==> src/rtl/t03_ssdisp_pkg.sv <==
// Shared types for the multiplexed seven-segment digit scanner.
// Holds the scan FSM encoding and the leading-zero blanking rule.
package t03_ssdisp_pkg;

  localparam int NUM_DIGITS = 4;

  typedef enum logic {
    GUARD = 1'b0,
    DRIVE = 1'b1
  } scan_state_t;

  // Digit k is a leading zero when it and every digit above it are zero.
  function automatic logic lz_blank(
    input logic [15:0] v,
    input logic [1:0]  k
  );
    return (k != 2'd0) && ((v >> {k, 2'b00}) == 16'h0000);
  endfunction

endpackage

==> src/rtl/t03_dwell_counter.sv <==
// Terminal-count dwell timer: pulses done on the tc-th cycle and
// restarts from zero, so both GUARD and DRIVE slots share it.
module t03_dwell_counter #(
  parameter int W = 2
) (
  input  logic         clk,
  input  logic         rst,
  input  logic [W-1:0] tc,
  output logic         done
);

  logic [W-1:0] cnt_q;
  logic [W-1:0] cnt_d;

  always_comb begin
    done  = (cnt_q == tc);
    cnt_d = done ? '0 : cnt_q + W'(1);
  end

  always_ff @(posedge clk) begin
    if (rst) cnt_q <= '0;
    else     cnt_q <= cnt_d;
  end

endmodule

==> src/rtl/t03_ssdigit_scan.sv <==
// Four-digit hex scanner with guard gaps, frame-aligned value commit
// and optional leading-zero blanking; all outputs come from flops.
module t03_ssdigit_scan
  import t03_ssdisp_pkg::*;
#(
  parameter int DIV_CYCLES   = 1000,
  parameter int GUARD_CYCLES = 4
) (
  input  logic        clk,
  input  logic        rst,
  input  logic        load_valid,
  input  logic [15:0] load_data,
  output logic        load_ready,
  input  logic        blank_lz,
  output logic [3:0]  digit_nibble,
  output logic        digit_en,
  output logic [3:0]  digit_sel,
  output logic        frame_done
);

  localparam int MAXC = (DIV_CYCLES > GUARD_CYCLES) ? DIV_CYCLES : GUARD_CYCLES;
  localparam int CW   = $clog2(MAXC);

  scan_state_t state_q, state_d;
  logic [1:0]  idx_q, idx_d;
  logic [15:0] active_q, active_d;
  logic [15:0] pend_q, pend_d;
  logic        pend_v_q, pend_v_d;
  logic        ready_q, ready_d;
  logic [3:0]  sel_q, sel_d;
  logic [3:0]  nib_q, nib_d;
  logic        en_q, en_d;
  logic        fd_q, fd_d;
  logic        frame_end;
  logic        cnt_done;
  logic [CW-1:0] tc;

  assign tc = (state_q == GUARD) ? CW'(GUARD_CYCLES - 1)
                                 : CW'(DIV_CYCLES - 1);

  t03_dwell_counter #(
    .W (CW)
  ) u_dwell (
    .clk  (clk),
    .rst  (rst),
    .tc   (tc),
    .done (cnt_done)
  );

  always_comb begin
    state_d   = state_q;
    idx_d     = idx_q;
    frame_end = 1'b0;
    if (cnt_done) begin
      if (state_q == GUARD) begin
        state_d = DRIVE;
      end else begin
        state_d   = GUARD;
        idx_d     = idx_q + 2'd1;
        frame_end = (idx_q == 2'(NUM_DIGITS - 1));
      end
    end
  end

  // Commit and accept are exclusive: ready_q is low whenever pend_v_q is set.
  always_comb begin
    active_d = active_q;
    pend_d   = pend_q;
    pend_v_d = pend_v_q;
    if (frame_end && pend_v_q) begin
      active_d = pend_q;
      pend_v_d = 1'b0;
    end
    if (load_valid && ready_q) begin
      pend_d   = load_data;
      pend_v_d = 1'b1;
    end
    ready_d = !pend_v_d;
  end

  always_comb begin
    sel_d = 4'b0000;
    nib_d = 4'h0;
    en_d  = 1'b0;
    fd_d  = frame_end;
    if (state_d == DRIVE) begin
      sel_d = 4'b0001 << idx_d;
      nib_d = active_d[{idx_d, 2'b00} +: 4];
      en_d  = !(blank_lz && lz_blank(active_d, idx_d));
    end
  end

  always_ff @(posedge clk) begin
    if (rst) begin
      state_q  <= GUARD;
      idx_q    <= 2'd0;
      active_q <= 16'h0000;
      pend_q   <= 16'h0000;
      pend_v_q <= 1'b0;
      ready_q  <= 1'b1;
      sel_q    <= 4'b0000;
      nib_q    <= 4'h0;
      en_q     <= 1'b0;
      fd_q     <= 1'b0;
    end else begin
      state_q  <= state_d;
      idx_q    <= idx_d;
      active_q <= active_d;
      pend_q   <= pend_d;
      pend_v_q <= pend_v_d;
      ready_q  <= ready_d;
      sel_q    <= sel_d;
      nib_q    <= nib_d;
      en_q     <= en_d;
      fd_q     <= fd_d;
    end
  end

  assign load_ready   = ready_q;
  assign digit_sel    = sel_q;
  assign digit_nibble = nib_q;
  assign digit_en     = en_q;
  assign frame_done   = fd_q;

endmodule

==> config.mk <==
export PLATFORM = sky130hd
export DESIGN_NAME = t03_ssdigit_scan
export DESIGN_NICKNAME = d
export VERILOG_FILES = /design/src/rtl/t03_ssdisp_pkg.sv /design/src/rtl/t03_dwell_counter.sv /design/src/rtl/t03_ssdigit_scan.sv
export SDC_FILE = /design/constraint.sdc
export NUM_CORES = 1
export LEC_CHECK = 0
export BUFFER_PORTS_ARGS = -buffer_cell sky130_fd_sc_hd__buf_2
export CAP_MARGIN = 30
export CORE_ASPECT_RATIO = 2
export CORE_MARGIN = 3
export CORE_UTILIZATION = 60
export DETAILED_ROUTE_END_ITERATION = 16
export GPL_ROUTABILITY_DRIVEN = 0
export HOLD_SLACK_MARGIN = 0.02
export PLACE_DENSITY = 0.94
export SYNTH_ARGS = -nofsm -noshare
export SYNTH_HDL_FRONTEND = slang
export SYNTH_HIERARCHICAL = 1
export SYNTH_SLANG_ARGS = --single-unit
==> constraint.sdc <==
create_clock -name clk -period 8.07 [get_ports clk]
set_input_delay 0.807 -clock clk [delete_from_list [all_inputs] [get_ports clk]]
set_output_delay 0.807 -clock clk [all_outputs]
set_load 0.005 [all_outputs]
==> results of run 1 <==
[Yosys cell counts]
cell type	n
a21boi_2	1
a21o_1	1
a21oi_1	16
a221oi_1	2
a31oi_1	1
and2_1	4
and3_1	2
buf_1	1
buf_4	3
buf_6	2
clkbuf_1	8
conb_1	2
dfxtp_1	57
ha_1	2
inv_1	4
mux2i_1	18
mux4_2	1
nand2_1	43
nand2b_1	1
nand3_1	4
nand3_2	1
nand3b_1	1
nand4_1	4
nand4_2	1
nand4b_1	1
nor2_1	26
nor3_1	14
nor3b_1	5
nor4_1	1
nor4_2	1
nor4_4	1
o21ai_0	7
o22ai_1	2
o311a_1	1
o31a_1	1
or2_1	1
or3_1	1
or4_1	2
xnor2_1	14
xnor2_2	1
xor2_1	5
[area by class of cell]
class                   instances  area (µm²)
well taps                      51        63.8
multi-input cells             191        1180
fillers                       300        1080
clock inverters                 2        35.0
repair buffers                 31         158
flip-flops and latches         57        1140
clock buffers                  13         179
inverters                       4        15.0
[path summary, 6_finish.rpt]
path	slack, ns	endpoint	startpoint
worst max-delay path	4.84	digit_en$_SDFF_PP0_	state_q$_SDFF_PP0_
worst min-delay path	0.46	pend_q[2]$_SDFFE_PP0P_	pend_q[2]$_SDFFE_PP0P_
worst max register to register	4.84	digit_en$_SDFF_PP0_	state_q$_SDFF_PP0_
worst min register to register	0.46	pend_q[2]$_SDFFE_PP0P_	pend_q[2]$_SDFFE_PP0P_
[worst reg2reg max path: stages, from the launching register on]
cell,delay (ns)
dfxtp_1,0.62
xnor2_1,0.19
nand4_1,0.13
nor4_2,0.32
nand4_2,0.68
mux4_2,0.75
nand4b_1,0.19
o31a_1,0.24
[state kept, by name (all words and copies together), names as in the netlist]
register,flops
active_q,16
digit_en,1
digit_nibble,4
digit_sel,4
frame_done,1
idx_q,2
load_ready,1
pend_q,16
pend_v_q,1
state_q,1
u_dwell/cnt_q,10
[report_power, final]
group	total, W	internal [W]	switching, W
clock network	0.000278	0.000174	0.000104
registers	0.000299	0.000290	0.00000896
logic	0.0000384	0.0000165	0.0000219
[routing by layer]
| layer | vias to the layer above | share of wire, % | routed length [µm] |
|---|---|---|---|
| met5 | - | 0 | 0 |
| met4 | 0 | 4.0 | 202 |
| met3 | 18 | 3.5 | 177 |
| met2 | 57 | 57 | 2870 |
| met1 | 926 | 36 | 1830 |
| li1 | 956 | - | - |
[metrics by stage]
stage / util, % / hold WS [ns]
floorplan: - / 0.436
global placement: 66.4 / 0.446
detailed placement: 66.4 / 0.454
CTS: 72.0 / 0.461
global route: 72.0 / 0.497
finish: 72.0 / 0.461
[cells by family after synthesis]
logic type                 synth area share [%]
DFF                                        47.5
xor gates and xnor gates                   7.60
AOI/OAI and AO/OA                          7.86
and+or+nand+nor                            23.4
adders and majority gates                  1.04
buffers and inverters                      3.90
other                                     0.312
muxes                                      8.43
==> out/metrics.yaml, run 1 <==
setup_viol: 0
clock_latency_ns: 0.34
post-route-drc-count: 0
hp-class: "flip-flop to flip-flop"
tritoncts: "built"
groute.usage.overall_pct: 23.6
critPathMaxFanout: 21
routedWlPerCell_um: 14.6
skew_ns: 0.0104
synth_top_area_share_pct: 47.5
layout-drive-gt1-share_pct: 17.8
setup-tns-final_ns: 0
die_h_um: 95.5
vdd_drop_max_mv: 0.245
coreArea_mm2: 0.00384
post_cts.resized_instances: 0
dp.cells: 334
worst_pin_slew_ns: 0.821
worst_hold_path.num_cells: 2
slowest_stage: "mux4_2"
drt-vias-per-instance: 5.61
dieWidth_um: 50.8
ctsRootBufferMaster: "clkbuf_8"
rows: 32
grt_overflow: 0
post-route-min-period_ns: 3.23
seq_area_frac_synth_pct: 47.5
num_antenna_cells: 0
postRouteAntennaNets: 0
syn2layout_area_growth_pct: 15.1
finalWorstSetupSlack_ns: 4.84
leakage_nw: 1.25
grt_util_met2_pct: 42.4
clock.fmax_ghz: 0.310
synth_area_mm2: 0.00240
syn_avg_cell_area_um2: 9.10
period_share_pct: 40.0
worst_ep_required_time_ns: 8.29
grt_first_pass_wirelength_mm: 8.27
power_w: 0.000616
fin_area_mm2: 0.00277
vias: 1957
dieArea_mm2: 0.00485
htreeDepth: 3
num_io_pins: 31
critPathCaptureType: "flip-flop"
critPathKind: "flip-flop to flip-flop"
yosysUniqueCellTypes: 41
placed_cell_area_mm2: 0.00255
path_clk_slew_ns: 0.06
yosys.area.top_type: "dfxtp_1"
use_met3_pct: 7.36
cp_data_arrival_time_ns: 3.45
drt_iter0_drc: 30
dp_slack_ns: 4.88
p_per_area_mw_per_mm2: 222
hpwlAfterDp_mm: 3.52
synthCells: 264
ys_ff_latch: 57
drv_cap: 0
ys_warn_count: 6
ctsHoldBuffers: 0
yosys-top-cells-area: "dfxtp_1 47%, mux2i_1 7.5%, nand2_1 6.7%"
r2r_cells: 7
outcome: "finished clean"
grt_max_degree: 48
met1_usage_pct: 22.1
final_common_cell: "dfxtp_1"
wl_mm: 5.08
grt_antenna_before_repair: 0
path_delay_family: "simple AND/OR/NAND/NOR gates"
grt_pass1_vias: 1862
final_nets: 316
portBuffers: 30
finalHoldViolations: 0
grt-busiest-layer: "met2"
max_stage_delay_ns: 0.74
first_pass_iters: 4
rsz0062_at_grt: "false"
numCtsBuffers: 9
path_cells: "xnor2_1 > nand4_1 > nor4_2 > nand4_2 > mux4_2 > nand4b_1 > o31a_1"
initial_core_util_pct: 62.5
slew_violations: 0
clock-sinks: 57
layout_common_cells: "57 x dfxtp_1, 43 x nand2_1, 30 x buf_2"
cp.depth: 7
cts_setup_buffers: 0
crit_buf_inv: 0
start_kind: "flip-flop"
clk_path_buf_depth: 2
relSlewSlack_pct: 45.3
stdcell_count: 349
No activity file was read; power rests on OpenSTA's default activity.
==> inputs of run 2 (changes only) <==
--- a/config.mk
+++ b/config.mk
@@ -9,11 +9,11 @@
 export CAP_MARGIN = 30
 export CORE_ASPECT_RATIO = 2
 export CORE_MARGIN = 3
-export CORE_UTILIZATION = 60
+export CORE_UTILIZATION = 56
 export DETAILED_ROUTE_END_ITERATION = 16
 export GPL_ROUTABILITY_DRIVEN = 0
 export HOLD_SLACK_MARGIN = 0.02
-export PLACE_DENSITY = 0.94
+export PLACE_DENSITY = 0.9
 export SYNTH_ARGS = -nofsm -noshare
 export SYNTH_HDL_FRONTEND = slang
 export SYNTH_HIERARCHICAL = 1
==> constraint.sdc (replaced) <==
create_clock -name clk -period 3 [get_ports clk]
set_input_delay 0.3 -clock clk [delete_from_list [all_inputs] [get_ports clk]]
set_output_delay 0.3 -clock clk [all_outputs]
set_load 0.005 [all_outputs]
==> out/metrics.yaml, run 2 (synthesis gave the netlist of run 1 again) <==
outcome: "finished clean"  # unchanged
reg2reg_slack_ns: 0.34  # was 4.84 ns
crit_start: "state_q$_SDFF_PP0_"  # unchanged
postRouteAntennaNets: 0  # unchanged
clock.fmax_ghz: 0.377  # was 0.310 GHz
dieWidth_um: 52.3  # was 50.8 µm
portBuffers: 30  # unchanged
min_from: "load_data[5]"  # was pend_q[2]$_SDFFE_PP0P_
cp_data_arrival_time_ns: 2.88  # was 3.45 ns
swShare_pct: 22.0  # was 21.9%
rr_endpoint: "digit_en$_SDFF_PP0_"  # unchanged
groute.usage.overall_pct: 22.2  # was 23.6%
fin_hold_ws_ns: 0.190  # was 0.461 ns
skew_ns: 0.00881  # was 0.0104 ns
post_cts.resized_instances: 0  # unchanged
r2r_cells: 11  # was 7
first_pass_iters: 4  # unchanged
internal_power_w: 0.00138  # was 0.000481 W
p_switching_w: 0.000389  # was 0.000135 W
worst_pin_slew_ns: 0.570  # was 0.821 ns
dieArea_mm2: 0.00516  # was 0.00485 mm²
crit_path_end: "digit_en$_SDFF_PP0_"  # unchanged
fillCellCount: 339  # was 300
relSlewSlack_pct: 61.9  # was 45.3%
routedWlPerCell_um: 14.3  # was 14.6 µm
path_clk_slew_ns: 0.07  # was 0.06 ns
final_common_cell: "dfxtp_1"  # unchanged
post-route-drc-count: 0  # unchanged
critPathMaxFanout: 13  # was 21
r2r_start: "state_q$_SDFF_PP0_"  # unchanged
slew_violations: 0  # unchanged
clock_latency_ns: 0.34  # about the same
clock-sinks: 57  # unchanged
die_h_um: 98.7  # was 95.5 µm
setup_viol: 0  # unchanged
grt_max_degree: 36  # was 48
tritoncts: "built"  # unchanged
hp-class: "input pin to flip-flop"  # was flip-flop to flip-flop
grt_first_pass_wirelength_mm: 8.36  # was 8.27 mm
coreArea_mm2: 0.00413  # was 0.00384 mm²
finalHoldViolations: 0  # unchanged
numCtsBuffers: 9  # unchanged
worst_ep_required_time_ns: 3.23  # was 8.29 ns
seqPwrFrac_pct: 45.4  # was 48.6%
grt_overflow: 0  # unchanged
htreeDepth: 3  # unchanged
post-route-min-period_ns: 2.66  # was 3.23 ns
syn2layout_area_growth_pct: 17.3  # was 15.1%
initial_core_util_pct: 58.2  # was 62.5%
ctsRootBufferMaster: "clkbuf_8"  # unchanged
start_kind: "flip-flop"  # unchanged
critPathKind: "flip-flop to flip-flop"  # unchanged
period_share_pct: 88.5  # was 40.0%
num_io_pins: 31  # unchanged
leakage_nw: 1.27  # was 1.25 nW
final_nets: 319  # was 316
num_antenna_cells: 0  # unchanged
drt-vias-per-instance: 5.55  # was 5.61
layout_common_cells: "57 x dfxtp_1, 43 x nand2_1, 30 x buf_2"  # unchanged
clock_power_share_pct: 48.6  # was 45.1%
vdd_drop_max_mv: 0.802  # was 0.245 mV
setup-tns-final_ns: 0  # unchanged
hpwlAfterDp_mm: 3.66  # was 3.52 mm
rows: 33  # was 32
vias: 1965  # was 1,957
wl_mm: 5.05  # was 5.08 mm
largestRegisters: "active_q: 16 flops, pend_q: 16 flops, u_dwell/cnt_q: 10 flops"  # unchanged
ctsHoldBuffers: 0  # unchanged
p_per_area_mw_per_mm2: 626  # was 222 mW/mm²
layout-drive-gt1-share_pct: 18.9  # was 17.8%
drt_iter0_drc: 69  # was 30
clk_path_buf_depth: 2  # unchanged
cts_setup_buffers: 0  # unchanged
critPathCaptureType: "flip-flop"  # unchanged
combPwrFrac_pct: 6.0  # was 6.2%
drv_cap: 0  # unchanged
grt_antenna_before_repair: 0  # unchanged
grt_pass1_vias: 1864  # was 1,862
rsz0062_at_grt: "false"  # unchanged
[run 2: cell types whose count changed in the layout (fill, tap and decap cells not counted)]
cell,previous run,this run
clkbuf_8,13,9
buf_4,1,4
bufinv_16,1,3
clkinvlp_4,0,2
clkinv_4,0,1
[run 2: area by class of cell]
cell class | instances | area (µm²) | share of cell area [%]
tap | 52 | 65.1 | 2.31
timing repair buffer | 34 | 180 | 6.39
clock inverter | 7 | 119 | 4.21
inverter | 4 | 15.0 | 0.532
multi-input combinational | 191 | 1180 | 41.7
sequential | 57 | 1140 | 40.5
clock buffer | 9 | 124 | 4.39
[run 2: worst max-delay path: stages (launching register included)]
cell and delay [ns]:
dfxtp_1 0.39, buf_4 0.20, xnor2_1 0.14, nand4_1 0.12
nor4_2 0.27, buf_4 0.27, nand2_1 0.13, nor3b_1 0.33
o21ai_0 0.18, nand4_1 0.14, nand4b_1 0.12, o31a_1 0.25
[run 2: per-layer routing]
layer  wire length [µm]  GRT usage, %
met5                  0             0
met4                388          16.7
met3                191          7.26
met2               2770          37.2
met1               1700          21.3
[run 2: stage by stage]
step / worst slack (ns) / total power (W) / instances / util [%] / instance area [µm²]
floorplan: 0.446 / 0.000891 / 266 / - / 2410
global placement: 0.554 / 0.000921 / 338 / 62.4 / 2580
detailed placement: 0.391 / 0.000924 / 338 / 62.4 / 2580
CTS: 0.359 / 0.00178 / 354 / 68.3 / 2820
global route: 0.119 / 0.00184 / 354 / 68.3 / 2820
finish: 0.344 / 0.00177 / 354 / 68.3 / 2820
[run 2: worst min-delay path by stage]
stage,to,slack [ns],cells after the start
after CTS,pend_q[5]$_SDFFE_PP0P_,0.18,3
after global routing,pend_q[15]$_SDFFE_PP0P_,0.19,3
final,pend_q[5]$_SDFFE_PP0P_,0.19,3
after floorplan,pend_q[0]$_SDFFE_PP0P_,0.44,2
after detailed placement,pend_q[7]$_SDFFE_PP0P_,0.45,2
after global placement,pend_q[0]$_SDFFE_PP0P_,0.44,2
[run 2: power by group through the flow]
stage                     sequential [W]  combinational, W  clock [W]
final                           0.000801          0.000106   0.000859
after global routing            0.000804          0.000121   0.000911
after CTS                       0.000801          0.000107   0.000868
after detailed placement        0.000818          0.000107          0
after global placement          0.000817          0.000104          0
after floorplan                 0.000813         0.0000777          0
==> inputs of run 3 (changes only) <==
--- a/config.mk
+++ b/config.mk
@@ -7,13 +7,14 @@
 export LEC_CHECK = 0
 export BUFFER_PORTS_ARGS = -buffer_cell sky130_fd_sc_hd__buf_2
 export CAP_MARGIN = 30
-export CORE_ASPECT_RATIO = 2
 export CORE_MARGIN = 3
 export CORE_UTILIZATION = 56
 export DETAILED_ROUTE_END_ITERATION = 16
 export GPL_ROUTABILITY_DRIVEN = 0
+export GPL_TIMING_DRIVEN = 0
 export HOLD_SLACK_MARGIN = 0.02
 export PLACE_DENSITY = 0.9
+export SLEW_MARGIN = 5
 export SYNTH_ARGS = -nofsm -noshare
 export SYNTH_HDL_FRONTEND = slang
 export SYNTH_HIERARCHICAL = 1
==> out/metrics.yaml, run 3 (synthesis gave the netlist of run 1 again) <==
outcome: "finished clean"  # unchanged
numCtsBuffers: 9  # unchanged
fillCellCount: 317  # was 339
groute.usage.overall_pct: 21.6  # was 22.2%
portBuffers: 29  # was 30
first_pass_iters: 4  # unchanged
vdd_drop_max_mv: 0.516  # was 0.802 mV
grt_overflow: 0  # unchanged
drt-vias-per-instance: 5.30  # was 5.55
htreeDepth: 3  # unchanged
clock_latency_ns: 0.34  # about the same
slew_violations: 0  # unchanged
critPathKind: "flip-flop to flip-flop"  # unchanged
coreArea_mm2: 0.00406  # was 0.00413 mm²
grt_max_degree: 15  # was 36
dieArea_mm2: 0.00511  # was 0.00516 mm²
skew_ns: 0.00865  # was 0.00881 ns
die_h_um: 71.5  # was 98.7 µm
clock.fmax_ghz: 0.366  # was 0.377 GHz
critPathCaptureType: "flip-flop"  # unchanged
largestRegisters: "active_q: 16 flops, pend_q: 16 flops, u_dwell/cnt_q: 10 flops"  # unchanged
cp_data_arrival_time_ns: 2.95  # was 2.88 ns
clk_path_buf_depth: 2  # unchanged
crit_top_cell: "buf_4"
wl_mm: 4.75  # was 5.05 mm
drt_iter0_drc: 87  # was 69
clock-sinks: 57  # unchanged
finalHoldViolations: 0  # unchanged
leakage_nw: 1.26  # was 1.27 nW
rsz0062_at_grt: "false"  # unchanged
layout_common_cells: "56 x dfxtp_1, 43 x nand2_1, 29 x buf_2"  # was 57 x dfxtp_1, 43 x nand2_1, 30 x buf_2
dieWidth_um: 71.5  # was 52.3 µm
fin_hold_ws_ns: 0.192  # was 0.190 ns
initial_core_util_pct: 59.2  # was 58.2%
worst_ep_required_time_ns: 3.22  # was 3.23 ns
grt_antenna_before_repair: 0  # unchanged
num_io_pins: 31  # unchanged
slowest_stage: "dfxtp_4"  # was dfxtp_1
vias: 1909  # was 1,965
path_cells: "xnor2_1 > nand4_1 > nor4_2 > buf_4 > nand4_2 > buf_4 > nor4_1 > a31oi_1 > o22ai_1 > nand4b_1 > o31a_1"  # was buf_4 > xnor2_1 > nand4_1 > nor4_2 > buf_4 > nand2_1 > nor3b_1 > o21ai_0 > nand4_1 > nand4b_1 > o31a_1
critPathMaxFanout: 14  # was 13
setup_viol: 0  # unchanged
period_share_pct: 91.0  # was 88.5%
post-route-drc-count: 0  # unchanged
max_stage_delay_ns: 0.45  # was 0.39 ns
final_nets: 328  # was 319
hpwlAfterDp_mm: 3.45  # was 3.66 mm
ctsRootBufferMaster: "clkbuf_8"  # unchanged
p_per_area_mw_per_mm2: 555  # was 626 mW/mm²
grt_first_pass_wirelength_mm: 8.34  # was 8.36 mm
syn2layout_area_growth_pct: 16.6  # was 17.3%
cts_setup_buffers: 0  # unchanged
final_common_cell: "dfxtp_1"  # unchanged
setup-tns-final_ns: 0  # unchanged
tritoncts: "built"  # unchanged
drv_cap: 0  # unchanged
postRouteAntennaNets: 0  # unchanged
post-route-min-period_ns: 2.73  # was 2.66 ns
path_clk_slew_ns: 0.06  # was 0.07 ns
rows: 23  # was 33
routedWlPerCell_um: 13.2  # was 14.3 µm
start_kind: "flip-flop"  # unchanged
num_antenna_cells: 0  # unchanged
hp-class: "input pin to flip-flop"  # unchanged
grt_pass1_vias: 1857  # was 1,864
layout-drive-gt1-share_pct: 18.4  # was 18.9%
## run 3: cell count changes in the layout (fill, tap and decap cells not counted)
cell / change
bufinv_16: -3
buf_2: -1
clkinv_2: +2
clkinvlp_4: -2
buf_4: -1
clkbuf_8: +3
clkbuf_1: +8
buf_1: +1
dfxtp_4: +1
clkinv_4: -1
buf_6: +2
dfxtp_1: -1
## run 3: power by group
part | switching [W] | internal, W | leakage, nW
clock | 0.000285 | 0.000358 | 0.0980
combinational | 0.0000614 | 0.0000489 | 0.703
sequential | 0.0000222 | 0.000781 | 0.464
## run 3: routing by layer
layer | vias to the layer above | routed length, µm | GRT usage [%]
met1 | 868 | 2090 | 25.3
met3 | 8 | 288 | 9.54
met4 | 0 | 109 | 11.7
met2 | 54 | 2260 | 33.2
met5 | - | 0 | 0
li1 | 979 | - | -
## run 3: timing repair
action                                  4_1_cts  5_1_grt
resized for setup                             0        2
endpoints found under the hold margin         0        0
hold buffers                                  0        0
endpoints found under the setup margin        0        3
## run 3: cell type report
| class | instances | area, µm² | share of cell area, % |
|---|---|---|---|
| plain buffers | 14 | 78.8 | 2.81 |
| multi-input cells | 191 | 1180 | 42.0 |
| repair buffers | 29 | 145 | 5.18 |
| inverters | 4 | 15.0 | 0.536 |
| clock buffers | 12 | 165 | 5.89 |
| flip-flops and latches | 57 | 1140 | 40.8 |
| clock inverters | 3 | 15.0 | 0.536 |
| well taps | 50 | 62.6 | 2.23 |
## run 3: per-stage QoR
| stage | power, W | setup WS (ns) | cells | cell area (µm²) | util [%] |
|---|---|---|---|---|---|
| after global routing | 0.00163 | 0.0479 | 360 | 2800 | 69.1 |
| after CTS | 0.00157 | 0.0136 | 360 | 2800 | 69.0 |
| after global placement | 0.000923 | 0.0938 | 345 | 2620 | 64.5 |
| after floorplan | 0.000891 | 0.446 | 266 | 2410 | - |
| after detailed placement | 0.000930 | 0.0506 | 345 | 2620 | 64.5 |
| final | 0.00156 | 0.271 | 360 | 2800 | 69.1 |
## run 3: final timing paths
kind,startpoint,endpoint,slack (ns),cells after the start
min reg2reg,pend_q[5]$_SDFFE_PP0P_,pend_q[5]$_SDFFE_PP0P_,0.46,2
max,state_q$_SDFF_PP0_,digit_en$_SDFF_PP0_,0.27,11
min,load_data[7],pend_q[7]$_SDFFE_PP0P_,0.19,3
max reg2reg,state_q$_SDFF_PP0_,digit_en$_SDFF_PP0_,0.27,11
## run 3: critical path: cells and delay by family, from the launching register on
family                    cells  cell delay (ns)
and+or+nand+nor               5             1.04
buffers and inverters         2             0.50
DFF                           1             0.45
AOI/OAI and AO/OA             3             0.47
xor gates and xnor gates      1             0.14
